===== src/rtl/filter_spad_ctrl.sv =====
// Filter scratchpad sequencer: loads a filter from an upstream stream, then replays
// its rows once per output window to the MAC over a backpressured valid/ready port.
module filter_spad_ctrl #(
  parameter int unsigned FILTER_ROW = 12,
  parameter int unsigned ADDR_W     = $clog2(FILTER_ROW),
  parameter int unsigned WIN_W      = 16
) (
  input  logic              clk,
  input  logic              rst_n,
  input  logic              i_start,
  input  logic              i_keep_filter,
  input  logic [ADDR_W:0]   i_filter_size,
  input  logic [WIN_W-1:0]  i_window_count,
  input  logic              i_in_valid,
  output logic              o_in_ready,
  output logic              o_spad_wen,
  output logic [ADDR_W-1:0] o_spad_waddr,
  output logic              o_spad_ren,
  output logic [ADDR_W-1:0] o_spad_raddr,
  output logic              o_out_valid,
  input  logic              i_out_ready,
  output logic              o_out_last_row,
  output logic              o_out_last_win,
  output logic              o_busy,
  output logic              o_done
);

  localparam int unsigned SIZE_W = ADDR_W + 1;

  typedef enum logic [1:0] {
    ST_IDLE,
    ST_LOAD,
    ST_COMPUTE,
    ST_DONE
  } state_t;

  state_t              r_state;
  state_t              w_next;
  logic [SIZE_W-1:0]   r_size;
  logic [WIN_W-1:0]    r_win_total;
  logic [ADDR_W-1:0]   r_load_cnt;
  logic [ADDR_W-1:0]   r_row_cnt;
  logic [WIN_W-1:0]    r_win_cnt;
  logic                r_all_issued;
  logic                r_resident;
  logic [SIZE_W-1:0]   r_res_size;
  logic                r_out_valid;
  logic                r_out_last_row;
  logic                r_out_last_win;
  logic                r_in_ready;
  logic                r_busy;
  logic                r_done;

  logic [SIZE_W-1:0]   w_eff;
  logic [SIZE_W-1:0]   w_size_m1;
  logic                w_load_last;
  logic                w_row_last;
  logic                w_win_last;
  logic                w_wen;
  logic                w_issue;

  // Requests larger than the scratchpad are clamped to its depth.
  assign w_eff       = (i_filter_size > SIZE_W'(FILTER_ROW)) ? SIZE_W'(FILTER_ROW) : i_filter_size;
  assign w_size_m1   = r_size - SIZE_W'(1);
  assign w_load_last = (SIZE_W'(r_load_cnt) == w_size_m1);
  assign w_row_last  = (SIZE_W'(r_row_cnt) == w_size_m1);
  assign w_win_last  = (r_win_cnt == (r_win_total - WIN_W'(1)));

  // Next-state and per-cycle strobes.
  always_comb begin
    w_next  = r_state;
    w_wen   = 1'b0;
    w_issue = 1'b0;
    case (r_state)
      ST_IDLE: begin
        if (i_start) begin
          if (w_eff == '0)
            w_next = ST_DONE;
          else if (i_keep_filter && r_resident && (w_eff == r_res_size))
            w_next = ST_COMPUTE;
          else
            w_next = ST_LOAD;
        end
      end
      ST_LOAD: begin
        w_wen = i_in_valid;
        if (i_in_valid && w_load_last)
          w_next = (r_win_total == '0) ? ST_DONE : ST_COMPUTE;
      end
      ST_COMPUTE: begin
        w_issue = (!r_out_valid || i_out_ready) && !r_all_issued;
        if (r_all_issued && (!r_out_valid || i_out_ready))
          w_next = ST_DONE;
      end
      ST_DONE: begin
        w_next = ST_IDLE;
      end
      default: begin
        w_next = ST_IDLE;
      end
    endcase
  end

  always_ff @(posedge clk or negedge rst_n) begin
    if (!rst_n)
      r_state <= ST_IDLE;
    else
      r_state <= w_next;
  end

  // Job registers, counters and the registered MAC-side handshake.
  always_ff @(posedge clk or negedge rst_n) begin
    if (!rst_n) begin
      r_size         <= '0;
      r_win_total    <= '0;
      r_load_cnt     <= '0;
      r_row_cnt      <= '0;
      r_win_cnt      <= '0;
      r_all_issued   <= 1'b0;
      r_resident     <= 1'b0;
      r_res_size     <= '0;
      r_out_valid    <= 1'b0;
      r_out_last_row <= 1'b0;
      r_out_last_win <= 1'b0;
      r_in_ready     <= 1'b0;
      r_busy         <= 1'b0;
      r_done         <= 1'b0;
    end else begin
      r_in_ready <= (w_next == ST_LOAD);
      r_busy     <= (w_next != ST_IDLE);
      r_done     <= (w_next == ST_DONE);

      if ((r_state == ST_IDLE) && i_start) begin
        r_size       <= w_eff;
        r_win_total  <= i_window_count;
        r_load_cnt   <= '0;
        r_row_cnt    <= '0;
        r_win_cnt    <= '0;
        r_all_issued <= (i_window_count == '0);
        // A reload overwrites the scratchpad, so the old filter stops being resident.
        if (w_next == ST_LOAD)
          r_resident <= 1'b0;
      end

      if (w_wen) begin
        r_load_cnt <= r_load_cnt + ADDR_W'(1);
        if (w_load_last) begin
          r_resident <= 1'b1;
          r_res_size <= r_size;
        end
      end

      if (w_issue) begin
        r_out_valid    <= 1'b1;
        r_out_last_row <= w_row_last;
        r_out_last_win <= w_win_last;
        if (w_row_last) begin
          r_row_cnt <= '0;
          r_win_cnt <= r_win_cnt + WIN_W'(1);
          if (w_win_last)
            r_all_issued <= 1'b1;
        end else begin
          r_row_cnt <= r_row_cnt + ADDR_W'(1);
        end
      end else if (i_out_ready) begin
        r_out_valid    <= 1'b0;
        r_out_last_row <= 1'b0;
        r_out_last_win <= 1'b0;
      end
    end
  end

  assign o_in_ready     = r_in_ready;
  assign o_spad_wen     = w_wen;
  assign o_spad_waddr   = w_wen ? r_load_cnt : '0;
  assign o_spad_ren     = w_issue;
  assign o_spad_raddr   = w_issue ? r_row_cnt : '0;
  assign o_out_valid    = r_out_valid;
  assign o_out_last_row = r_out_last_row;
  assign o_out_last_win = r_out_last_win;
  assign o_busy         = r_busy;
  assign o_done         = r_done;

endmodule

===== config.mk =====
export PLATFORM = sky130hd
export DESIGN_NAME = filter_spad_ctrl
export DESIGN_NICKNAME = d
export VERILOG_FILES = /design/src/rtl/filter_spad_ctrl.sv
export SDC_FILE = /design/constraint.sdc
export NUM_CORES = 1
export LEC_CHECK = 0
export CAP_MARGIN = 20
export CORE_ASPECT_RATIO = 1.75
export CORE_MARGIN = 4
export CORE_UTILIZATION = 40
export DETAILED_ROUTE_END_ITERATION = 6
export PLACE_DENSITY_LB_ADDON = 0.3
export SETUP_SLACK_MARGIN = 0.02
export SYNTH_ARGS = -nofsm -noshare
export SYNTH_HDL_FRONTEND = slang
export SYNTH_SLANG_ARGS = --single-unit

===== constraint.sdc =====
create_clock -name clk -period 3 [get_ports clk]
set_clock_uncertainty 0.15 [all_clocks]
set_input_delay 0.9 -clock clk [delete_from_list [all_inputs] [get_ports clk]]
set_output_delay 0.9 -clock clk [all_outputs]
set_load 0.005 [all_outputs]

==> impl_metrics.py, run 1 <==
metrics = {
    "power_and_ir_drop": {
        "intPower_mw": 2.402,
        "seq_power_share": 0.358,
        "totalPowerFinal_mw": 3.806,
        "ir_worst_vdd_uv": 567.0,
        "p_switching_mw": 1.404,
        "p_per_area_nw_per_um2": 840.2,
        "power_frac_comb": 0.363,
        "clkPwrFrac": 0.279,
        "power_leakage_nw": 1.975,
        "swShare": 0.3689,
    },
    "worst_hold_path": {
        "worstHoldStart": "o_out_last_row$_DFFE_PN0P_",
        "min_path_type": "register to register",
    },
    "sta": {
        "fin_setup_tns_ns": 0,
        "setup_viol_count_final": 0,
        "worst_slew_pin_slew_ns": 0.6643,
        "fin_crit_sh": 0.9719,
        "hold_viol": 0,
        "rsz0062_at_grt": "no",
        "slew_headroom": 0.5572,
        "fmax_ghz": 0.3430,
        "fin_crit_ns": 2.916,
        "worst_slack_ns": 0.08445,
        "slew_violations": 0,
    },
    "logic_synthesis": {
        "syn_nets": 423,
        "synth_top_area_cell": "dfrtp_1",
        "ys_seq_area_frac": 0.4237,
        "synth-edff-count": 0,
        "yosys_warnings": 0,
        "syn_area_sq_um": 3543,
        "avgSynthCellArea_sq_um": 9.086,
        "synthArstFlopShare": 1.000,
        "ys.flop_type": "dfrtp_1",
        "synth_area_leaders": "dfrtp_1 42%, nand2_1 7.7%, xnor2_1 5.2%",
        "netlist_instances": 390,
        "ys_types": 60,
        "ys_seq_elements": 60,
        "synth_top_area_share": 0.4237,
    },
    "placed_design": {
        "gp_congestion": 0.8139,
        "dp_hpwl_mm": 6.580,
        "io_buffers": 42,
        "place_area_sq_um": 4155,
        "dp_worst_setup_slack_ns": -0.6039,
    },
    "cts": {
        "tritoncts": "built",
        "cts.sinks": 60,
        "clockBufferDepth": 2,
        "postCtsHoldBufs": 0,
        "h-tree-depth": 3,
        "clock_latency_ns": 0.33,
        "cts_made_buffers": 9,
        "clk_pin_slew_ns": 0.05,
        "cts_root_buffer": "clkbuf_16",
    },
    "finish": {
        "area_delta_synth_final_pct": 27.82,
        "drive_gt1_frac": 0.1372,
        "post-route-cell-area_sq_um": 4529,
        "fin_nets": 480,
        "num_antenna_cells": 0,
        "final_util": 0.5224,
    },
    "detailed_routing": {
        "drt_first_iter_violations": 166,
        "vias": 3037,
        "antenna_left": 0,
        "drt-total-wl_mm": 8.907,
        "top_layer": "met4",
        "wl_met1_mm": 3.531,
        "wl_met2_mm": 4.838,
        "dr_wl_met3_microns": 297,
        "drt_first_pass_iters": 5,
        "wl_per_cell_microns": 15.65,
        "routed_via_density": 5.337,
        "drc": 0,
    },
    "setup_path": {
        "cp-start-kind": "input pin",
        "crit_fanout": 3,
        "path_class": "input pin to primary output",
        "crit_arrival_ns": 1.87,
        "worstReg2RegStart": "r_win_total[0]$_DFFE_PN0P_",
        "worst_setup_path_end_kind": "primary output",
        "crit_path_top_delay_cell": "or2_1",
        "crit_required_ns": 1.95,
        "worst_path_largest_cell_delay_ns": 0.24,
        "path_cells": "buf_6 > nand2b_4 > nand2_1 > or2_1 > inv_2 > buf_6 > buf_4 > and2_4 > buf_6",
        "cpMostUsedCell": "buf_6",
        "cp-startpoint": "i_out_ready",
    },
    "global_route": {
        "antenna_found_initial": 0,
        "grt_first_pass_wirelength_mm": 14.75,
        "gr-total-overflow": 0,
        "grt_pass1_vias": 3067,
        "grt_max_degree": 39,
        "grt_usage": 0.1814,
    },
    "floorplan": {
        "start_util": 0.4087,
        "num_io_pins": 43,
        "row_count": 45,
        "die_h_microns": 132.5,
        "dieArea_sq_um": 10490,
        "die_width_microns": 79.15,
        "core_area_sq_um": 8671,
    },
    "flow_run": {
        "drv_cap": 0,
    },
    "outcome": {
        "status": "finished, final reports clean",
    },
}
[placed cells by master (no fill, tap or decap), types with 11 or more instances in the layout]
master / count
nand2_1: 73
dfrtp_1: 60
clkdlybuf4s50_1: 30
xnor2_1: 21
buf_4: 20
nand3_1: 19
nor2_1: 15
o21ai_0: 15
inv_1: 12
and2_1: 11
[cell usage after synthesis (all sizes together) (2+ instances only)]
master   number
o311ai        2
mux2          5
nand3        20
nor4          9
ha            6
clkbuf        9
and3          3
nand2b        5
nand2        73
a22o          2
nand4         9
nor3b         2
o211ai       10
xnor3         2
inv          14
or3           6
o31ai         8
o2111ai       2
or2           3
a21oi         8
nor3          8
and2         13
and4          2
a32oi         2
nor2         16
a211oi        2
nor4b         2
xnor2        21
o21ai        25
a31oi         2
nand3b        2
dfrtp        60
a21o          2
buf          10
xor2         10
[state kept, by name, summed over array words and instances (netlist names)]
name / flops
r_win_cnt: 16
r_state: 2
r_res_size: 5
r_load_cnt: 4
r_resident: 1
o_in_ready: 1
o_out_last_win: 1
r_all_issued: 1
o_out_valid: 1
r_win_total: 16
o_done: 1
r_size: 5
o_out_last_row: 1
o_busy: 1
r_row_cnt: 4
[final timing paths]
| path | endpoint | slack, ns | cells after the start |
|---|---|---|---|
| worst max-delay path | o_spad_raddr[2] | 0.08 | 9 |
| worst min-delay path | o_out_last_row$_DFFE_PN0P_ | 0.36 | 2 |
| worst max register to register | r_all_issued$_DFF_PN0_ | 0.29 | 8 |
| worst min register to register | o_out_last_row$_DFFE_PN0P_ | 0.36 | 2 |
| max in group asynchronous | r_win_total[3]$_DFFE_PN0P_ | 1.63 | 2 |
| min in group asynchronous | r_size[2]$_DFFE_PN0P_ | 0.45 | 1 |
[per-layer routing]
metal  vias to the layer above  track usage
li1                       1499            -
met1                      1451       0.1970
met2                        69       0.3227
met3                        18      0.04700
met4                         0      0.08222
met5                         -            0
[critical path, delay by kind of cell]
| family | cells | cell delay, ns |
|---|---|---|
| buf+inv | 5 | 0.44 |
| simple gates | 4 | 0.52 |
[power groups by stage]
stage / Clock, mW / Sequential, mW / Combinational, mW
finish: 1.06 / 1.36 / 1.38
global route: 1.12 / 1.40 / 1.54
CTS: 1.08 / 1.36 / 1.39
detailed placement: 0 / 1.37 / 1.34
global placement: 0 / 1.36 / 1.32
floorplan: 0 / 1.22 / 1.07
[cell families after synthesis]
logic type / share of synthesized area
fa+ha+maj: 0.02119
mux: 0.01871
simple gates: 0.2663
flops: 0.4237
buf+inv: 0.04166
compound gates: 0.1391
xor+xnor: 0.08934
[stage by stage]
stage,cells,hold WS [ns]
2_1_floorplan,390,0.3158
5_1_grt,569,0.3940
3_5_place_dp,546,0.3546
6_report,569,0.3641
3_3_place_gp,546,0.3466
4_1_cts,569,0.3657
[cell type report]
type / count / area [sq um]
repair buffers: 65 / 603.1
inverters: 14 / 52.55
clock buffers: 11 / 252.7
multi-input cells: 297 / 1914
well taps: 117 / 146.4
flip-flops and latches: 60 / 1501
fillers: 814 / 4141
clock inverters: 5 / 58.81
[timing repair]
item	4_1_cts	5_1_grt
gates cloned	0	0
pin swaps	2	1
endpoints found under the setup margin	10	5
resized for setup	27	8
buffers inserted	7	0
No activity file was read; power rests on OpenSTA's default activity.
==> run 2, diff against run 1 <==
CELL_PAD_IN_SITES_DETAIL_PLACEMENT = 2   (was not set)
CELL_PAD_IN_SITES_GLOBAL_PLACEMENT = 2   (was not set)
CORE_MARGIN = 8   (was 4)
CORE_UTILIZATION = 35   (was 40)
==> run 2 against run 1 <==
  * Setup slack worse by 0.0085 ns
  * Sequential power is essentially flat
  * Wire length is 40% higher
  * First-iteration DRC count fell by 31%
  * Non-clock buffer count increased by 9
  * Sequential cell count unchanged
  * Final cell count increased by 3.0%
  * Utilization fell by 5.7 points
  * Critical endpoint is now o_spad_raddr[3]
==> impl_metrics.py, run 2 (same netlist as run 1, synthesis figures left out) <==
metrics = {
    "outcome": {
        "status": "finished, final reports clean",
    },
    "setup_path": {
        "crit_fanout": 3,
        "ff2ff_path_depth": 8,
        "worst_setup_path_end_kind": "primary output",
        "crit_arrival_ns": 1.87,
        "cp-start-kind": "input pin",
        "path_class": "input pin to primary output",
        "crit_required_ns": 1.95,
        "rrSetupSlack_ns": 0.19,
        "crit_end": "o_spad_raddr[3]",
        "r2r-end": "r_win_cnt[15]$_DFF_PN0_",
        "worstReg2RegStart": "r_size[0]$_DFFE_PN0P_",
        "cp-startpoint": "i_out_ready",
    },
    "detailed_routing": {
        "wl_per_cell_microns": 21.25,
        "drt_first_pass_iters": 4,
        "routed_via_density": 5.606,
        "antenna_left": 0,
        "drc": 0,
        "drt_first_iter_violations": 114,
        "vias": 3285,
        "drt-total-wl_mm": 12.45,
    },
    "global_route": {
        "grt_usage": 0.1899,
        "antenna_found_initial": 0,
        "gr-total-overflow": 0,
        "grt_pass1_vias": 3872,
        "grt_max_degree": 61,
        "grt_first_pass_wirelength_mm": 20.33,
    },
    "cts": {
        "clock_latency_ns": 0.33,
        "clk_pin_slew_ns": 0.05,
        "cts_made_buffers": 9,
        "cts.sinks": 60,
        "h-tree-depth": 3,
        "tritoncts": "built",
        "clockBufferDepth": 2,
        "postCtsHoldBufs": 0,
        "cts_root_buffer": "clkbuf_16",
    },
    "floorplan": {
        "start_util": 0.3598,
        "core_area_sq_um": 9849,
        "die_h_microns": 149.1,
        "dieArea_sq_um": 13730,
        "die_width_microns": 92.06,
        "row_count": 48,
        "num_io_pins": 43,
    },
    "power_and_ir_drop": {
        "power_frac_comb": 0.404,
        "p_switching_mw": 1.561,
        "p_per_area_nw_per_um2": 864.9,
        "ir_worst_vdd_uv": 375.3,
        "totalPowerFinal_mw": 3.966,
        "clkPwrFrac": 0.253,
        "seq_power_share": 0.343,
        "intPower_mw": 2.405,
        "swShare": 0.3935,
        "power_leakage_nw": 1.995,
    },
    "sta": {
        "fmax_ghz": 0.3420,
        "worst_slew_pin_slew_ns": 0.6094,
        "fin_crit_ns": 2.924,
        "slew_violations": 0,
        "hold_viol": 0,
        "fin_crit_sh": 0.9747,
        "rsz0062_at_grt": "no",
        "slew_headroom": 0.5880,
        "setup_viol_count_final": 0,
    },
    "finish": {
        "layoutNonFillerInstCount": 586,
        "final_cell_mix": "72 x nand2_1, 60 x dfrtp_1, 29 x clkdlybuf4s50_1, 29 x buf_4, 21 x xnor2_1",
        "num_antenna_cells": 0,
        "area_delta_synth_final_pct": 29.41,
        "final_util": 0.4656,
        "fin_nets": 489,
        "largestRegisters": "r_win_cnt x16, r_win_total x16",
        "mostFrequentLayoutCell": "nand2_1",
        "drive_gt1_frac": 0.1670,
    },
    "placed_design": {
        "dp_cells": 559,
        "io_buffers": 42,
        "gp_congestion": 0.8066,
        "dp_hpwl_mm": 8.568,
    },
    "flow_run": {
        "drv_cap": 0,
    },
    "worst_hold_path": {
        "min_path_type": "register to register",
    },
}
==> run 2: cell types whose count changed in the layout (fill, tap and decap cells not counted), sizes merged, moves of 2 or more <==
cell,delta
dlygate4sd2,-2
clkdlybuf4s15,+3
clkinv,+2
buf,+12
==> run 2: what timing repair did <==
| action | in CTS | in global routing |
|---|---|---|
| endpoints found under the setup margin | 10 | 1 |
| buffers inserted | 11 | 0 |
| pin swaps | 2 | 1 |
| gates resized for setup | 44 | 3 |
==> run 2: worst min-delay path by stage <==
stage	to	cells after the start	start	slack (ns)
after CTS	r_win_cnt[15]$_DFF_PN0_	1	r_win_cnt[15]$_DFF_PN0_	0.37
after floorplan	r_res_size[4]$_DFFE_PN0P_	1	r_res_size[4]$_DFFE_PN0P_	0.32
final	r_size[1]$_DFFE_PN0P_	2	r_size[1]$_DFFE_PN0P_	0.36
after global placement	r_res_size[4]$_DFFE_PN0P_	1	r_res_size[4]$_DFFE_PN0P_	0.34
after global routing	r_win_cnt[15]$_DFF_PN0_	1	r_win_cnt[15]$_DFF_PN0_	0.38
after detailed placement	r_res_size[4]$_DFFE_PN0P_	1	r_res_size[4]$_DFFE_PN0P_	0.34
==> run 2: per-stage QoR <==
stage	instance area, sq um	setup slack (ns)	hold WS, ns	setup TNS [ns]
floorplan	3543	0.2294	0.3158	0
global placement	4205	-0.5861	0.3377	-4.807
detailed placement	4205	-0.6362	0.3395	-5.932
CTS	4574	0.04662	0.3693	0
global route	4586	0.05196	0.3773	0
finish	4586	0.07596	0.3621	0
==> run 2: metal layers <==
metal,wire length [microns],vias to the layer above,track usage
li1,-,1513,-
met2,7189,55,0.3699
met1,4455,1689,0.1789
met5,0,-,0
met3,282,28,0.03175
met4,526,0,0.1079
==> run 2: worst max-delay path, stage by stage <==
cell      delay [ns]
buf_6           0.07
nand2b_4        0.12
nand2_2         0.06
or2_4           0.24
inv_2           0.06
buf_4           0.10
buf_4           0.10
and2_4          0.14
buf_6           0.09
==> run 2: power groups by stage <==
stage               Combinational, mW  Clock [mW]  Sequential (mW)
floorplan                        1.07           0             1.22
global placement                 1.43           0             1.35
detailed placement               1.52           0             1.36
CTS                              1.60        1.03             1.36
global route                     1.76        1.06             1.40
finish                           1.60        1.00             1.36
==> run 2: final cells by class <==
class	instances	area, sq um
Clock buffer	12	266.5
Clock inverter	4	22.52
Fill cell	1088	5264
Inverter	14	52.55
Multi-Input combinational cell	297	1917
Sequential cell	60	1501
Tap cell	125	156.4
Timing Repair Buffer	74	669.4
